--- src/rtl/shape_pkg.sv ---
// shape_pkg: FSM states, default geometry and cell indexing shared by the shape pixel engine
package shape_pkg;
  typedef enum logic [1:0] {IDLE, ROTATE, PENDING} state_t;
  localparam int DEF_CELL_SIZE = 16;
  localparam int DEF_EDGE_W = 1;
  localparam int DEF_COORD_W = 10;
  function automatic int cell_idx(input int r, input int c, input int grid);
    return r * grid + c;
  endfunction
endpackage

--- src/rtl/shape_cell_hit.sv ---
// shape_cell_hit: classifies one pixel against one cell as interior, edge or miss
module shape_cell_hit
  import shape_pkg::*;
#(
  parameter int COORD_W = DEF_COORD_W,
  parameter int CELL_SIZE = DEF_CELL_SIZE,
  parameter int EDGE_W = DEF_EDGE_W
) (
  input  logic [COORD_W-1:0]        pix_x,
  input  logic [COORD_W-1:0]        pix_y,
  input  logic signed [COORD_W+1:0] ox,
  input  logic signed [COORD_W+1:0] oy,
  output logic                      is_inner,
  output logic                      is_edge
);
  localparam int W = COORD_W + 3;
  logic signed [W-1:0] dx, dy;
  logic hx, hy, ix, iy;
  // offsets from the cell origin; negative means left of / above the cell
  always_comb begin
    dx = $signed({3'b000, pix_x}) - W'(ox);
    dy = $signed({3'b000, pix_y}) - W'(oy);
    hx = !dx[W-1] && dx <= W'(CELL_SIZE - 1);
    hy = !dy[W-1] && dy <= W'(CELL_SIZE - 1);
    ix = dx >= W'(EDGE_W) && dx <= W'(CELL_SIZE - 1 - EDGE_W);
    iy = dy >= W'(EDGE_W) && dy <= W'(CELL_SIZE - 1 - EDGE_W);
    is_inner = ix & iy;
    is_edge = hx & hy & ~is_inner;
  end
endmodule

--- src/rtl/shape_pixel_engine.sv ---
// shape_pixel_engine: per-pixel shape classifier with shadow shape committed at frame start
// SHAPE_ROTATE_EN enables clockwise rotation of the shadow mask via rot_req
module shape_pixel_engine
  import shape_pkg::*;
#(
  parameter int GRID = 3,
  parameter int CELL_SIZE = DEF_CELL_SIZE,
  parameter int EDGE_W = DEF_EDGE_W,
  parameter int COORD_W = DEF_COORD_W
) (
  input  logic                   clk,
  input  logic                   rst_n,
  input  logic                   frame_start,
  input  logic                   shape_valid,
  output logic                   shape_ready,
  input  logic [GRID*GRID-1:0]   shape_mask,
  input  logic [COORD_W-1:0]     shape_ref_x,
  input  logic [COORD_W-1:0]     shape_ref_y,
  input  logic                   rot_req,
  output logic                   busy,
  output logic                   pending,
  input  logic                   pix_valid,
  input  logic [COORD_W-1:0]     pix_x,
  input  logic [COORD_W-1:0]     pix_y,
  output logic                   out_valid,
  output logic                   out_inner,
  output logic                   out_edge
);
  localparam int N = GRID * GRID;
  localparam int H = (GRID - 1) / 2;
  localparam int CW = COORD_W + 2;
  localparam int KW = $clog2(N);
  state_t state, state_n;
  logic [N-1:0] act_mask, sh_mask, in_v, ed_v, s1_in, s1_ed;
  logic [COORD_W-1:0] act_rx, act_ry, sh_rx, sh_ry;
  logic signed [CW-1:0] ox [GRID];
  logic signed [CW-1:0] oy [GRID];
  logic load, commit, rot_go, rot_last, v1;
  assign shape_ready = state == IDLE;
  assign pending = state == PENDING;
  assign load = shape_valid & shape_ready;
  assign commit = pending & frame_start;
`ifdef SHAPE_ROTATE_EN
  logic [KW-1:0] k, src;
  assign rot_go = rot_req;
  assign rot_last = k == KW'(N - 1);
  assign busy = state == ROTATE;
  // shadow[r][c] takes active[GRID-1-c][r]
  assign src = KW'((GRID - 1 - k % GRID) * GRID + k / GRID);
  always_ff @(posedge clk or negedge rst_n)
    if (!rst_n) k <= '0;
    else k <= (state == ROTATE) ? k + 1'b1 : '0;
`else
  logic unused_rot;
  assign unused_rot = rot_req;
  assign rot_go = 1'b0;
  assign rot_last = 1'b0;
  assign busy = 1'b0;
`endif
  always_comb begin
    state_n = state;
    unique case (state)
      IDLE:    state_n = load ? PENDING : rot_go ? ROTATE : IDLE;
      ROTATE:  state_n = rot_last ? PENDING : ROTATE;
      PENDING: state_n = frame_start ? IDLE : PENDING;
      default: state_n = IDLE;
    endcase
  end
  always_ff @(posedge clk or negedge rst_n) begin
    if (!rst_n) begin
      state <= IDLE;
      act_mask <= '0;
      sh_mask <= '0;
      act_rx <= '0;
      act_ry <= '0;
      sh_rx <= '0;
      sh_ry <= '0;
    end else begin
      state <= state_n;
      if (load) begin
        sh_mask <= shape_mask;
        sh_rx <= shape_ref_x;
        sh_ry <= shape_ref_y;
      end
      if (commit) begin
        act_mask <= sh_mask;
        act_rx <= sh_rx;
        act_ry <= sh_ry;
      end
`ifdef SHAPE_ROTATE_EN
      if (state == ROTATE) sh_mask[k] <= act_mask[src];
`endif
    end
  end
  for (genvar c = 0; c < GRID; c++) begin : g_org
    assign ox[c] = $signed({2'b00, act_rx}) + CW'((c - H) * CELL_SIZE);
    assign oy[c] = $signed({2'b00, act_ry}) + CW'((c - H) * CELL_SIZE);
  end
  for (genvar r = 0; r < GRID; r++) begin : g_row
    for (genvar c = 0; c < GRID; c++) begin : g_cell
      localparam int I = cell_idx(r, c, GRID);
      shape_cell_hit #(
        .COORD_W(COORD_W),
        .CELL_SIZE(CELL_SIZE),
        .EDGE_W(EDGE_W)
      ) u_hit (
        .pix_x(pix_x),
        .pix_y(pix_y),
        .ox(ox[c]),
        .oy(oy[r]),
        .is_inner(in_v[I]),
        .is_edge(ed_v[I])
      );
    end
  end
  // mask is applied in stage 1 so a commit lines up with the ref used for the same pixel
  always_ff @(posedge clk or negedge rst_n) begin
    if (!rst_n) begin
      v1 <= 1'b0;
      s1_in <= '0;
      s1_ed <= '0;
      out_valid <= 1'b0;
      out_inner <= 1'b0;
      out_edge <= 1'b0;
    end else begin
      v1 <= pix_valid;
      s1_in <= pix_valid ? in_v & act_mask : '0;
      s1_ed <= pix_valid ? ed_v & act_mask : '0;
      out_valid <= v1;
      out_inner <= |s1_in;
      out_edge <= |s1_ed & ~|s1_in;
    end
  end
endmodule

--- config.mk ---
export PLATFORM = sky130hd
export DESIGN_NAME = shape_pixel_engine
export DESIGN_NICKNAME = d
export VERILOG_FILES = /design/src/rtl/shape_pkg.sv /design/src/rtl/shape_cell_hit.sv /design/src/rtl/shape_pixel_engine.sv
export SDC_FILE = /design/constraint.sdc
export NUM_CORES = 1
export LEC_CHECK = 0
export BUFFER_PORTS_ARGS = -buffer_cell sky130_fd_sc_hd__clkbuf_2
export CAP_MARGIN = 20
export CORE_MARGIN = 2
export CORE_UTILIZATION = 55
export CTS_CLUSTER_DIAMETER = 60
export DETAILED_ROUTE_END_ITERATION = 8
export MAX_ROUTING_LAYER = met4
export PLACE_DENSITY = 0.77
export REMOVE_ABC_BUFFERS = 1
export SLEW_MARGIN = 10
export SYNTH_ARGS = -nofsm -noshare
export SYNTH_HDL_FRONTEND = slang
export SYNTH_SLANG_ARGS = --single-unit
--- constraint.sdc ---
create_clock -name clk -period 8.52 [get_ports clk]
set_input_delay 1.704 -clock clk [delete_from_list [all_inputs] [get_ports clk]]
set_output_delay 1.704 -clock clk [all_outputs]
set_load 0.05 [all_outputs]
Yosys cells after proc, flatten, opt, wreduce, memory -nomap -nowiden

Cells that the tools add are included.

Register bits: 82
Input port bits: 55
Output and inout bits: 6
Logic and storage cells: 111

$add $sub $neg: 10
Magnitude comparators: 18
Equal/unequal tests: 2
Multiplexer cells: 5
Bitwise gates (word level): 41
Reductions and logical operators: 22

Operators with widths:

| operator                                                                              | count |
|---|---|
| 13-bit by 5-bit <= comparator with 1-bit output (second input constant)               | 12 |
| 13-bit by 2-bit greater-or-equal comparator with 1-bit output (second input constant) | 6 |
| 1-bit AND                                                                             | 30 |
| 11-bit by 12-bit subtractor with 13-bit output                                        | 2 |
| 11-bit by 5-bit adder with 12-bit output (second input constant)                      | 2 |
| 10-bit by 11-bit subtractor with 12-bit output                                        | 2 |
| 10-bit by 5-bit adder with 11-bit output (second input constant)                      | 2 |
| 10-bit by 10-bit subtractor with 11-bit output                                        | 2 |
| 9-bit AND                                                                             | 2 |
| 9-bit 2-to-1 mux                                                                      | 2 |
| 9-bit OR reduction                                                                    | 2 |
| 1-bit logical AND                                                                     | 12 |
| 1-bit inverter                                                                        | 9 |
| 1-bit logical NOT                                                                     | 7 |
| 2-bit case mux with 3 select lines                                                    | 1 |
| 2-bit 2-to-1 mux                                                                      | 2 |
| 2-bit by 1-bit equality test with 1-bit output (second input constant)                | 1 |
| 2-bit equality test (second input constant)                                           | 1 |
| 2-bit logical NOT                                                                     | 1 |

Depth between registers and ports, before layout

Word-level depth: 9
Depth in mapped cells: 13
Depth with buffers taken out: 13

Hierarchy

From an unflattened synthesis, not the netlist that was laid out.

Cells, all modules: 1,779
Area total of the unflattened synthesis: 14,342.5 um^2

By module, submodules not included:

| module                                         | times used | cells an instance | area each (um^2) | sequential area each (um^2) |
|---|---|---|---|---|
| shape_cell_hit at g_row[0].g_cell[1].u_hit ... | 7          | 170               | 1,211.2          | 0.0 |
| shape_pixel_engine                             | 1          | 239               | 3,382.0          | 2,052.0 |
| shape_cell_hit at g_row[0].g_cell[0].u_hit     | 1          | 178               | 1,278.7          | 0.0 |
| shape_cell_hit at g_row[2].g_cell[1].u_hit     | 1          | 172               | 1,203.7          | 0.0 |

Worst setup path before layout

Ideal clock, no wire load.

Path type: input port to flip-flop
Start point: input port pix_x[5]
End point: register s1_in[8]
Library setup time: 68 ps
Data arrival time: 4,428 ps
Data required time: 8,452 ps
Setup slack: 4,024 ps
Stages on the path: 12
Path buffers: 1
Cell sequence: inv_1 -> ha_1 -> buf_2 -> inv_1 -> ha_1 -> o21a_1 -> or4_1 -> a221o_1 -> a2111oi_1 -> o221ai_1 -> nor4_2 -> and4_1

Word-level cells in the longest chain between the ends: 6
Elaborated cells between the ends (all ways): 7
Classes of those cells: 1 x add/sub; 2 x order compare; 1 x mux; 2 x bitwise; 1 x reduce/logical

Ends and longest elaborated chain:

| what                                                                                                                                    | line                      | source |
|---|---|---|
| start, declared                                                                                                                         | shape_pixel_engine.sv:23  | `input logic [COORD_W-1:0] pix_x,` |
| 10-bit by 11-bit subtractor with 12-bit output (*)                                                                                      | shape_cell_hit.sv:21      | `dx = $signed({3'b000, pix_x}) - W'(ox);` |
| 13-bit by 2-bit greater-or-equal comparator with 1-bit output / 13-bit by 5-bit <= comparator with 1-bit output (equally long branches) | shape_cell_hit.sv:25      | `ix = dx >= W'(EDGE_W) && dx <= W'(CELL_SIZE - 1 - EDGE_W);` |
| 1-bit logical AND (*)                                                                                                                   | shape_cell_hit.sv:25      |  |
| 1-bit AND (*)                                                                                                                           | shape_cell_hit.sv:27      | `is_inner = ix & iy;` |
| 9-bit AND (*)                                                                                                                           | shape_pixel_engine.sv:127 | `s1_in <= pix_valid ? in_v & act_mask : '0;` |
| 9-bit 2-to-1 mux (*)                                                                                                                    | shape_pixel_engine.sv:127 |  |
| end signal, assigned                                                                                                                    | shape_pixel_engine.sv:127 |  |
| end, declared                                                                                                                           | shape_pixel_engine.sv:34  | `logic [N-1:0] act_mask, sh_mask, in_v, ed_v, s1_in, s1_ed;` |

Mark *: on every way between the ends. The rest lies on a longest branch, timed or not.
A chain may end at the register's enable or synchronous reset.

Worst setup path in the final report

Start point: input port pix_y[1]
End point: register s1_ed[0]

Word-level cells in the longest chain between the ends: 8
Elaborated cells between the ends (all ways): 13
Classes of those cells: 1 x add/sub; 3 x order compare; 1 x mux; 5 x bitwise; 3 x reduce/logical

Ends and longest elaborated chain:

| what                                                                                                                                    | line                      | source |
|---|---|---|
| start, declared                                                                                                                         | shape_pixel_engine.sv:24  | `input logic [COORD_W-1:0] pix_y,` |
| 11-bit by 12-bit subtractor with 13-bit output (*)                                                                                      | shape_cell_hit.sv:22      | `dy = $signed({3'b000, pix_y}) - W'(oy);` |
| 13-bit by 2-bit greater-or-equal comparator with 1-bit output / 13-bit by 5-bit <= comparator with 1-bit output (equally long branches) | shape_cell_hit.sv:26      | `iy = dy >= W'(EDGE_W) && dy <= W'(CELL_SIZE - 1 - EDGE_W);` |
| 1-bit logical AND                                                                                                                       | shape_cell_hit.sv:26      |  |
| 1-bit AND                                                                                                                               | shape_cell_hit.sv:27      |  |
| 1-bit inverter                                                                                                                          | shape_cell_hit.sv:28      | `is_edge = hx & hy & ~is_inner;` |
| 1-bit AND (*)                                                                                                                           | shape_cell_hit.sv:28      |  |
| 9-bit AND (*)                                                                                                                           | shape_pixel_engine.sv:128 | `s1_ed <= pix_valid ? ed_v & act_mask : '0;` |
| 9-bit 2-to-1 mux (*)                                                                                                                    | shape_pixel_engine.sv:128 |  |
| end signal, assigned                                                                                                                    | shape_pixel_engine.sv:128 |  |
| end, declared                                                                                                                           | shape_pixel_engine.sv:34  |  |

Marks and branches as above.

==> reports/results.ini <==
[placement]
routabilityCongestion=0.879
dpl_worst_slack_ns=3.53
placedCellCount=836
dp_hpwl_mm=11.0
port_buffers=58

[clock_network]
root_buffer=clkbuf_16
cts-buffers-inserted=9
cts_resized=0
cts_tree=built
cts_setup_buffers=0
cts_buffer_depth=2
clock-sinks=82
worstSkewPairLatency_ns=0.35
cts-htree-levels=3
clk_pin_slew_worst_paths_ns=0.07
ctsHoldBuffers=0

[synthesis]
avgSynthCellArea_um2=9.83
yosysMostFrequentCell=inv_1
synth-edff-count=0
async_reset_ff_share_pct=100
ys_seq_elements=82
synth_ff_type=dfrtp_1
synth_top_area_cell=dfrtp_1
synth_area_mm2=0.00635
synth.distinct_cells=77
synth_top_area_share_pct=32.3
ys_seq_area_share_pct=32.3
yosys-top-cells-count=inv_1 (89), dfrtp_1 (82), ha_1 (60)
synth_warnings=0
synth.area.top_cells=dfrtp_1 (32%), ha_1 (12%), mux2_2 (10%)
netlist_instances=646

[global_routing]
antenna_found_initial=0
grt_max_degree=83
grt_pass1_vias=4923
grt_pass1_wl_mm=23.5
grtUsageTotal_pct=24.2
grt_overflow=0

[sta]
finalSetupViolations=0
grt_setup_unrepaired=no
tightest_slew_ns=0.726
hold_slack_ns=0.352
hold_violations=0
period_share_pct=55.2
finalClockSkew_ns=0.0119
slew_viol_final=0
relSlewSlack_pct=51.5
min_period_ns=4.70
fmax_ghz=0.213
setup_tns_ns=0
worst_slack_ns=3.82

[floorplan]
ios=61
std_cell_rows=39
die_w_um=111
core_area_mm2=0.0113
die_h_um=111
die_area_mm2=0.0124
start_util_pct=56.1

[min_path]
hold_path_class=flip-flop to flip-flop

[job]
cap_violations=0

[outcome]
status=complete, no violations

[worst_setup_path]
crit_path_end_kind=flip-flop
path_class=input pin to flip-flop
crit_path_frequent_cell=ha_1
critical-path-max-stage-delay_ns=0.59
cpLargestDelayFamily=compound AO/OA/AOI/OAI gates
crit_chain=clkbuf_2 -> ha_1 -> ha_1 -> inv_1 -> fa_1 -> o21bai_1 -> a21oi_1 -> o22ai_1 -> a221oi_1 -> o32ai_1 -> o211ai_1 -> a2111oi_0
crit_slowest_cell=a2111oi_0
cp-start-kind=input pin
cp_data_arrival_time_ns=4.88
cp_max_fo=4
required_ns=8.70
path_buf_inv=2

[cells_and_area]
nFillCells=960
drive_gt1_share_pct=21.1
final_nets=836
num_antenna_cells=0
regArea_mm2=0.00205
instances_no_fill=854
multi_input_area_mm2=0.00390
syn_to_final_growth_pct=11.7

[power]
power.leakage_nw=3.33
ir_drop_mv=0.191
p_per_area_mw_per_mm2=345

[route]
drt_wl_total_mm=14.3
post-route-drc-count=0
met2_wirelength_mm=6.97
met1_length_mm=6.74
final_antenna_net_count=0
routedWlPerCell_um=16.8
routed-via-count=5020
top_layer=met4
dr.pass1.iters=5
viasPerCell=5.88
met3_length_um=526
drtIter0Drc=291

## where the power goes
group	switching, W	leakage (nW)	internal (W)	total (W)
Sequential	0.0000759	1.01	0.000481	0.000557
Combinational	0.000873	2.18	0.000639	0.00151
Clock	0.000179	0.140	0.000202	0.000381
## final cells by class
cell class              instances  area share [%]
multi-input cells             462            55.0
flip-flops and latches         82            28.9
repair buffers                 62            4.90
inverters                      89            4.71
clock buffers                  10            3.23
well taps                     143            2.52
clock inverters                 6           0.670
## layer usage
layer | vias to the layer above | GRT usage, %
met5 | - | -
li1 | 2437 | -
met3 | 9 | 4.30
met4 | 0 | 5.10
met2 | 111 | 38.8
met1 | 2463 | 32.5
## sequential cells by signal, summed over array words and instances, names as in the netlist
register	flops
act_mask	9
act_rx	10
act_ry	10
out_edge	1
out_inner	1
out_valid	1
s1_ed	9
s1_in	9
sh_mask	9
sh_rx	10
sh_ry	10
state	2
v1	1
## layout by cell type (no fill, tap or decap), types with 6 or more instances in the layout
cell type / instances
fa_1: 15
nor3_1: 23
nor4_1: 14
inv_1: 89
nand3b_1: 6
mux2_2: 58
a31oi_1: 6
nor2b_1: 13
nor2_1: 28
clkbuf_2: 57
dfrtp_1: 82
o21a_1: 6
xor2_1: 8
mux2i_1: 6
xnor2_1: 13
nand3_1: 12
nand2_1: 29
a21oi_1: 14
o21ai_0: 17
clkbuf_16: 9
nand2b_1: 8
o221ai_1: 7
ha_1: 60
nand4_1: 6
## metrics by stage
stage | utilization, % | instance area, um^2 | total power, W
floorplan | - | 6290 | 0.00171
global placement | 59.8 | 6780 | 0.00199
detailed placement | 59.8 | 6780 | 0.00204
CTS | 62.3 | 7050 | 0.00243
global route | 62.6 | 7090 | 0.00264
finish | 62.6 | 7090 | 0.00245
## worst paths after layout
| path | endpoint | cells past startpoint | start | slack [ns] |
|---|---|---|---|---|
| setup / recovery | s1_ed[0] | 12 | pix_y[1] | 3.82 |
| hold / removal | out_valid | 0 | v1 | 0.35 |
| setup reg to reg | s1_in[8] | 10 | act_rx[5] | 4.85 |
| hold reg to reg | out_valid | 0 | v1 | 0.35 |
| max in group asynchronous | act_ry[9] | 2 | rst_n | 6.62 |
| min in group asynchronous | s1_in[2] | 1 | rst_n | 1.30 |
## kinds of logic after synthesis
kind of cell / share of synthesized area [%]
xor+xnor: 2.90
flops: 32.3
simple gates: 16.3
mux: 11.2
other cells: 0.0590
compound gates: 14.4
buf+inv: 6.24
fa+ha+maj: 16.5
Power figures use the tool's default switching activity.
